File: src/rtl/bk_adder_pipe_if.sv
// Operand/result handshake bundle for bk_adder_pipe.
//   in_valid/in_ready : operand beat handshake (a, b, cin, sub)
//   out_valid/out_ready : result beat handshake (sum, cout, ovf)
// The master modport is the producer/consumer side; the slave modport is the adder.
interface bk_adder_pipe_if #(
  parameter int unsigned WIDTH = 12
) ();
  logic             in_valid;
  logic             in_ready;
  logic [WIDTH-1:0] a;
  logic [WIDTH-1:0] b;
  logic             cin;
  logic             sub;
  logic             out_valid;
  logic             out_ready;
  logic [WIDTH-1:0] sum;
  logic             cout;
  logic             ovf;

  modport master (
    output in_valid, a, b, cin, sub, out_ready,
    input  in_ready, out_valid, sum, cout, ovf
  );

  modport slave (
    input  in_valid, a, b, cin, sub, out_ready,
    output in_ready, out_valid, sum, cout, ovf
  );
endinterface

File: src/rtl/bk_adder_pipe.sv
// Pipelined Brent-Kung add/subtract with carry-in, carry-out and signed overflow.
//   clk, rst_n : rising-edge clock, synchronous active-low reset
//   bus        : slave side of bk_adder_pipe_if (operands in, result out)
// The prefix tree has 2*ceil(log2(WIDTH))-1 levels (up-sweep then down-sweep).
// PIPE_STAGES registers are spread across the level boundaries; the last one is
// the output register. All stages advance together on adv = ~out_valid | out_ready.
module bk_adder_pipe #(
  parameter int unsigned WIDTH       = 12,
  parameter int unsigned PIPE_STAGES = 2
) (
  input logic          clk,
  input logic          rst_n,
  bk_adder_pipe_if.slave bus
);

  localparam int unsigned K  = $clog2(WIDTH);
  localparam int unsigned LV = 2 * K - 1;

  // True when a pipeline register sits right after prefix level lvl.
  // Register r (r < PIPE_STAGES-1) follows level floor((r+1)*LV/PIPE_STAGES).
  function automatic bit reg_after(input int unsigned lvl);
    bit hit;
    hit = 1'b0;
    for (int unsigned r = 0; r + 1 < PIPE_STAGES; r++) begin
      if ((r + 1) * LV / PIPE_STAGES == lvl) hit = 1'b1;
    end
    return hit;
  endfunction

  logic adv;

  assign adv          = ~bus.out_valid | bus.out_ready;
  assign bus.in_ready = adv;

  for (genvar lv = 0; lv <= LV; lv++) begin : g_lvl
    logic [WIDTH-1:0] g_c;
    logic [WIDTH-1:0] p_c;
    logic [WIDTH-1:0] p0_c;
    logic             ci_c;
    logic             v_c;

    if (lv == 0) begin : g_gp
      // Level 0: bitwise generate/propagate; effective carry-in folded into bit 0.
      logic [WIDTH-1:0] b_eff;
      logic             ci_eff;

      assign b_eff  = bus.sub ? ~bus.b : bus.b;
      assign ci_eff = bus.sub | bus.cin;
      assign p0_c   = bus.a ^ b_eff;
      assign p_c    = p0_c;
      assign g_c    = (bus.a & b_eff) | {{(WIDTH-1){1'b0}}, p0_c[0] & ci_eff};
      assign ci_c   = ci_eff;
      assign v_c    = bus.in_valid & adv;
    end else begin : g_pre
      // Levels 1..K are the up-sweep, K+1..2K-1 the down-sweep.
      localparam bit          UP   = (lv <= K);
      localparam int unsigned SH   = UP ? lv - 1 : 2 * K - 1 - lv;
      localparam int unsigned DIST = 1 << SH;

      assign p0_c = g_lvl[lv-1].g_bnd.p0_s;
      assign ci_c = g_lvl[lv-1].g_bnd.ci_s;
      assign v_c  = g_lvl[lv-1].g_bnd.v_s;

      for (genvar i = 0; i < WIDTH; i++) begin : g_bit
        localparam bit NODE = UP ? (((i + 1) % (2 * DIST)) == 0)
                                 : ((((i + 1) % (2 * DIST)) == DIST) && (i + 1 > DIST));
        if (NODE) begin : g_op
          assign g_c[i] = g_lvl[lv-1].g_bnd.g_s[i]
                        | (g_lvl[lv-1].g_bnd.p_s[i] & g_lvl[lv-1].g_bnd.g_s[i-DIST]);
          assign p_c[i] = g_lvl[lv-1].g_bnd.p_s[i] & g_lvl[lv-1].g_bnd.p_s[i-DIST];
        end else begin : g_pass
          assign g_c[i] = g_lvl[lv-1].g_bnd.g_s[i];
          assign p_c[i] = g_lvl[lv-1].g_bnd.p_s[i];
        end
      end
    end

    if (lv < LV) begin : g_bnd
      logic [WIDTH-1:0] g_s;
      logic [WIDTH-1:0] p_s;
      logic [WIDTH-1:0] p0_s;
      logic             ci_s;
      logic             v_s;

      if (reg_after(lv)) begin : g_reg
        // Stage valid: cleared by reset, shifts with the global enable.
        always_ff @(posedge clk) begin
          if (!rst_n) begin
            v_s <= 1'b0;
          end else if (adv) begin
            v_s <= v_c;
          end
        end

        // Stage data: only captured for real beats, so bubbles never load X.
        always_ff @(posedge clk) begin
          if (adv && v_c) begin
            g_s  <= g_c;
            p_s  <= p_c;
            p0_s <= p0_c;
            ci_s <= ci_c;
          end
        end
      end else begin : g_wire
        assign g_s  = g_c;
        assign p_s  = p_c;
        assign p0_s = p0_c;
        assign ci_s = ci_c;
        assign v_s  = v_c;
      end
    end
  end

  // Final level holds every prefix carry; c_in[i] is the carry into bit i.
  logic [WIDTH-1:0] c_in;
  logic [WIDTH-1:0] sum_c;
  logic             cout_c;
  logic             ovf_c;
  logic             unused_p;

  assign c_in     = {g_lvl[LV].g_c[WIDTH-2:0], g_lvl[LV].ci_c};
  assign cout_c   = g_lvl[LV].g_c[WIDTH-1];
  assign sum_c    = g_lvl[LV].p0_c ^ c_in;
  assign ovf_c    = c_in[WIDTH-1] ^ cout_c;
  // Group propagate of the last level has no consumer.
  assign unused_p = ^g_lvl[LV].p_c;

  // Output register; result is held while out_valid=1 and out_ready=0.
  always_ff @(posedge clk) begin
    if (!rst_n) begin
      bus.out_valid <= 1'b0;
      bus.sum       <= '0;
      bus.cout      <= 1'b0;
      bus.ovf       <= 1'b0;
    end else if (adv) begin
      bus.out_valid <= g_lvl[LV].v_c;
      if (g_lvl[LV].v_c) begin
        bus.sum  <= sum_c;
        bus.cout <= cout_c;
        bus.ovf  <= ovf_c;
      end
    end
  end

endmodule

File: src/flat_wrapper.sv
// flat-port wrapper written by rule: the top's interface ports become plain ports
module bk_adder_pipe_flat 
#(
  parameter int unsigned WIDTH       = 12,
  parameter int unsigned PIPE_STAGES = 2
)
  (clk, rst_n, bus_in_valid, bus_a, bus_b, bus_cin, bus_sub, bus_out_ready, bus_in_ready, bus_out_valid, bus_sum, bus_cout, bus_ovf);
  bk_adder_pipe_if #(.WIDTH(WIDTH)) bus_i ();
  input logic clk;
  input logic rst_n;
  input wire logic [$bits(bus_i.in_valid)-1:0] bus_in_valid;
  input wire logic [$bits(bus_i.a)-1:0] bus_a;
  input wire logic [$bits(bus_i.b)-1:0] bus_b;
  input wire logic [$bits(bus_i.cin)-1:0] bus_cin;
  input wire logic [$bits(bus_i.sub)-1:0] bus_sub;
  input wire logic [$bits(bus_i.out_ready)-1:0] bus_out_ready;
  output wire logic [$bits(bus_i.in_ready)-1:0] bus_in_ready;
  output wire logic [$bits(bus_i.out_valid)-1:0] bus_out_valid;
  output wire logic [$bits(bus_i.sum)-1:0] bus_sum;
  output wire logic [$bits(bus_i.cout)-1:0] bus_cout;
  output wire logic [$bits(bus_i.ovf)-1:0] bus_ovf;
  assign bus_i.in_valid = bus_in_valid;
  assign bus_i.a = bus_a;
  assign bus_i.b = bus_b;
  assign bus_i.cin = bus_cin;
  assign bus_i.sub = bus_sub;
  assign bus_i.out_ready = bus_out_ready;
  assign bus_in_ready = bus_i.in_ready;
  assign bus_out_valid = bus_i.out_valid;
  assign bus_sum = bus_i.sum;
  assign bus_cout = bus_i.cout;
  assign bus_ovf = bus_i.ovf;
  bk_adder_pipe #(.WIDTH(WIDTH), .PIPE_STAGES(PIPE_STAGES)) u_core (.clk(clk), .rst_n(rst_n), .bus(bus_i));
endmodule
File: config.mk
export PLATFORM = sky130hd
export DESIGN_NAME = bk_adder_pipe_flat
export DESIGN_NICKNAME = d
export VERILOG_FILES = /design/src/rtl/bk_adder_pipe_if.sv /design/src/rtl/bk_adder_pipe.sv /design/src/flat_wrapper.sv
export SDC_FILE = /design/constraint.sdc
export NUM_CORES = 1
export LEC_CHECK = 0
export CORE_MARGIN = 2
export CORE_UTILIZATION = 39
export DETAILED_ROUTE_END_ITERATION = 8
export DONT_BUFFER_PORTS = 1
export PLACE_DENSITY = 0.61
export REMOVE_ABC_BUFFERS = 1
export SYNTH_ARGS = -nofsm -noshare
export SYNTH_HDL_FRONTEND = slang
export SYNTH_SLANG_ARGS = --single-unit
File: constraint.sdc
create_clock -name clk -period 3.25 [get_ports clk]
set_clock_uncertainty 0.15 [all_clocks]
set_input_delay 0.65 -clock clk [delete_from_list [all_inputs] [get_ports clk]]
set_output_delay 0.65 -clock clk [all_outputs]
set_load 0.1 [all_outputs]
==> flow_summary.json <==
{
  "final_area_mm2": 0.00220,
  "yosysWarnings": 0,
  "cts-root-buf": "clkbuf_8",
  "cp_max_fo": 28,
  "via_per_inst": 5.32,
  "power_switching_mw": 0.401,
  "tns_ns": 0,
  "synth_cell_types": 28,
  "yosysMostFrequentCell": "edfxtp_1",
  "period_minus_slack_ns": 2.29,
  "p_per_area_mw_per_mm2": 620,
  "antenna_found_initial": 0,
  "nFillCells": 471,
  "multi_input_area_um2": 802,
  "rsz0062_at_grt": "no",
  "timing.fmax_mhz": 437,
  "hold-worst-slack_ns": 0.356,
  "relSlewSlack_pct": 26.6,
  "ys_seq_area_share_pct": 57.4,
  "fp.dieW_um": 76.0,
  "grt_max_degree": 29,
  "ys_async_sr_fraction_pct": 0,
  "nets": 217,
  "crit_type": "reg2reg",
  "drc": 0,
  "dp_hpwl_um": 2830,
  "cts_tree": "built",
  "wl_um": 3780,
  "utilization_pct": 43.5,
  "drtIter0Drc": 74,
  "maxSlewViolCount": 0,
  "wl_per_cell_um": 15.7,
  "cpPeakStageDelay_ns": 0.80,
  "irDropWorstVdd_uv": 206,
  "die-area_mm2": 0.00578,
  "post_cts_buffers": 0,
  "port_buffers": 0,
  "drive_gt1_share_pct": 7.60,
  "crit_required_ns": 3.01,
  "regArea_mm2": 0.00116,
  "postSynthCellCount": 168,
  "internal_power_mw": 0.960,
  "path_cells": "nor2b_1, buf_4, inv_2, nand2_1, inv_1",
  "cts-buffers-inserted": 5,
  "postCtsHoldBufs": 0,
  "postRouteAntennaNets": 0,
  "placed_area_mm2": 0.00209,
  "cpMaxStageDelayCell": "inv_1",
  "cp-start-kind": "flop",
  "setup_viol": 0,
  "gp_congestion": 0.767,
  "seqPwrFrac_pct": 57.8,
  "cp_data_arrival_time_ns": 2.05,
  "synth-edff-count": 28,
  "p_leak_nw": 0.852,
  "status": "finished clean",
  "insertion_delay_ns": 0.29,
  "hold_class": "in2reg",
  "synthToLayoutAreaGrowth_pct": 8.53,
  "p_sw_share_pct": 29.5,
  "syn_area_mm2": 0.00202,
  "die_h_um": 76.0,
  "diodes": 0,
  "p_total_mw": 1.36,
  "syn-mean-instance-area_um2": 12.0,
  "synth_top_area_share_pct": 41.6,
  "maxCapViolations": 0,
  "end_kind": "flop",
  "vias": 1282,
  "hold_violations": 0,
  "fp-row-count": 26,
  "synth_area_leaders": "edfxtp_1, dfxtp_1, ha_1",
  "clock_sinks": 44,
  "synth_common_cells": "edfxtp_1, a21oi_1, ha_1, dfxtp_1, o21ai_0",
  "p_comb_share_pct": 12.3,
  "cp_num_buf_inv": 3,
  "grt_usage_pct": 13.5,
  "synth.largest_area_cell": "edfxtp_1",
  "clk_path_buf_depth": 2,
  "synth_seq_cells": 44,
  "clk_pin_slew_ns": 0.08,
  "core_mm2": 0.00504,
  "cp_top_family": "buffers and inverters",
  "max_slew.worst_pin.slew_ns": 1.10,
  "synth_top_flop_cell": "edfxtp_1",
  "start_util_pct": 40.1,
  "cts_resized": 0,
  "grt_pass1_wl_um": 6150,
  "ioPinCount": 46,
  "pwr-share-clk_pct": 29.9,
  "grt_pass1_vias": 1294,
  "fin_crit_sh_pct": 70.4,
  "grt.overflow.total": 0,
  "htree_levels": 2,
  "dr.pass1.iters": 5
}
## kinds of logic after synthesis
kind of cell,share of synthesized area (%)
AND/OR/NAND/NOR,8.23
XOR/XNOR,6.49
flip-flops,57.4
adder cells (fa/ha/maj),10.5
AO/OA/AOI/OAI,14.4
buffers and inverters,2.97
## metal layers
layer | vias to the layer above | track usage [%] | share of wire [%]
li1 | 628 | - | -
met1 | 613 | 14.9 | 40
met2 | 32 | 22.9 | 51
met3 | 9 | 6.04 | 7.3
met4 | 0 | 5.45 | 2.1
met5 | - | 0 | 0
## worst reg2reg max path: stages (launching register included)
cell and delay (ns):
dfxtp_1 0.32, nor2b_1 0.12, buf_4 0.17, inv_2 0.23
nand2_1 0.11, inv_1 0.80
## power groups by stage
stage | logic (mW) | registers (mW) | clock network [mW]
detailed placement | 0.167 | 0.801 | 0
CTS | 0.168 | 0.788 | 0.413
floorplan | 0.125 | 0.793 | 0
global placement | 0.160 | 0.798 | 0
finish | 0.167 | 0.787 | 0.407
global route | 0.189 | 0.793 | 0.442
## cell usage in the layout (no fill, tap or decap)
cell type	Yosys	layout
nand2_1	4	4
buf_4	0	3
nor2b_1	1	1
clkbuf_1	1	1
o21ai_0	15	15
nand3_1	5	5
xnor2_1	3	3
bufinv_16	0	1
dfxtp_1	16	16
and2_1	2	2
or3_1	5	5
a211oi_1	5	5
clkinv_2	0	1
ha_1	17	17
and3_1	1	1
or3b_1	1	1
or2_2	1	1
a21oi_1	20	20
a31oi_1	1	1
clkbuf_8	0	5
nand2b_1	1	1
inv_2	1	1
inv_1	3	3
xor2_1	12	12
nor2_1	3	3
nand4_1	6	6
o211ai_2	1	1
a21o_1	8	8
edfxtp_1	28	28
## flip-flops by register name, summed over array words and instances (netlist names)
| signal | count |
|---|---|
| u_core.bus.sum | 12 |
| u_core.g_lvl.g_bnd.g_s | 12 |
| u_core.g_lvl.g_bnd.p0_s | 12 |
| u_core.g_lvl.g_bnd.p_s | 3 |
| u_core.bus.cout | 1 |
| u_core.bus.out_valid | 1 |
| u_core.bus.ovf | 1 |
| u_core.g_lvl.g_bnd.ci_s | 1 |
| u_core.g_lvl.g_bnd.v_s | 1 |
## final cells by class
| class | count | area share [%] |
|---|---|---|
| clock buffer | 6 | 3.30 |
| clock inverter | 2 | 1.60 |
| tap | 70 | 3.99 |
| timing repair buffer | 3 | 1.03 |
| sequential | 44 | 52.9 |
| inverter | 4 | 0.684 |
| multi-input combinational | 112 | 36.5 |
## stage by stage
stage          cells  setup WS [ns]
5_1_grt          241          0.801
3_3_place_gp     233          0.817
4_1_cts          241          0.948
3_5_place_dp     233          0.704
6_report         241          0.962
2_1_floorplan    160          0.318
## final timing paths
kind / from / to / cells past startpoint / slack, ns
max: u_core.bus.out_valid$_SDFFE_PN0N_ / u_core.g_lvl[3].g_bnd.p0_s[7]$_DFFE_PP_ / 5 / 0.96
min: bus_in_valid / u_core.g_lvl[3].g_bnd.v_s$_SDFFE_PN0N_ / 2 / 0.36
max reg2reg: u_core.bus.out_valid$_SDFFE_PN0N_ / u_core.g_lvl[3].g_bnd.p0_s[7]$_DFFE_PP_ / 5 / 0.96
min reg2reg: u_core.g_lvl[3].g_bnd.ci_s$_DFFE_PP_ / u_core.bus.sum[0]$_SDFFE_PN0P_ / 2 / 0.41
Power figures use the tool's default switching activity.
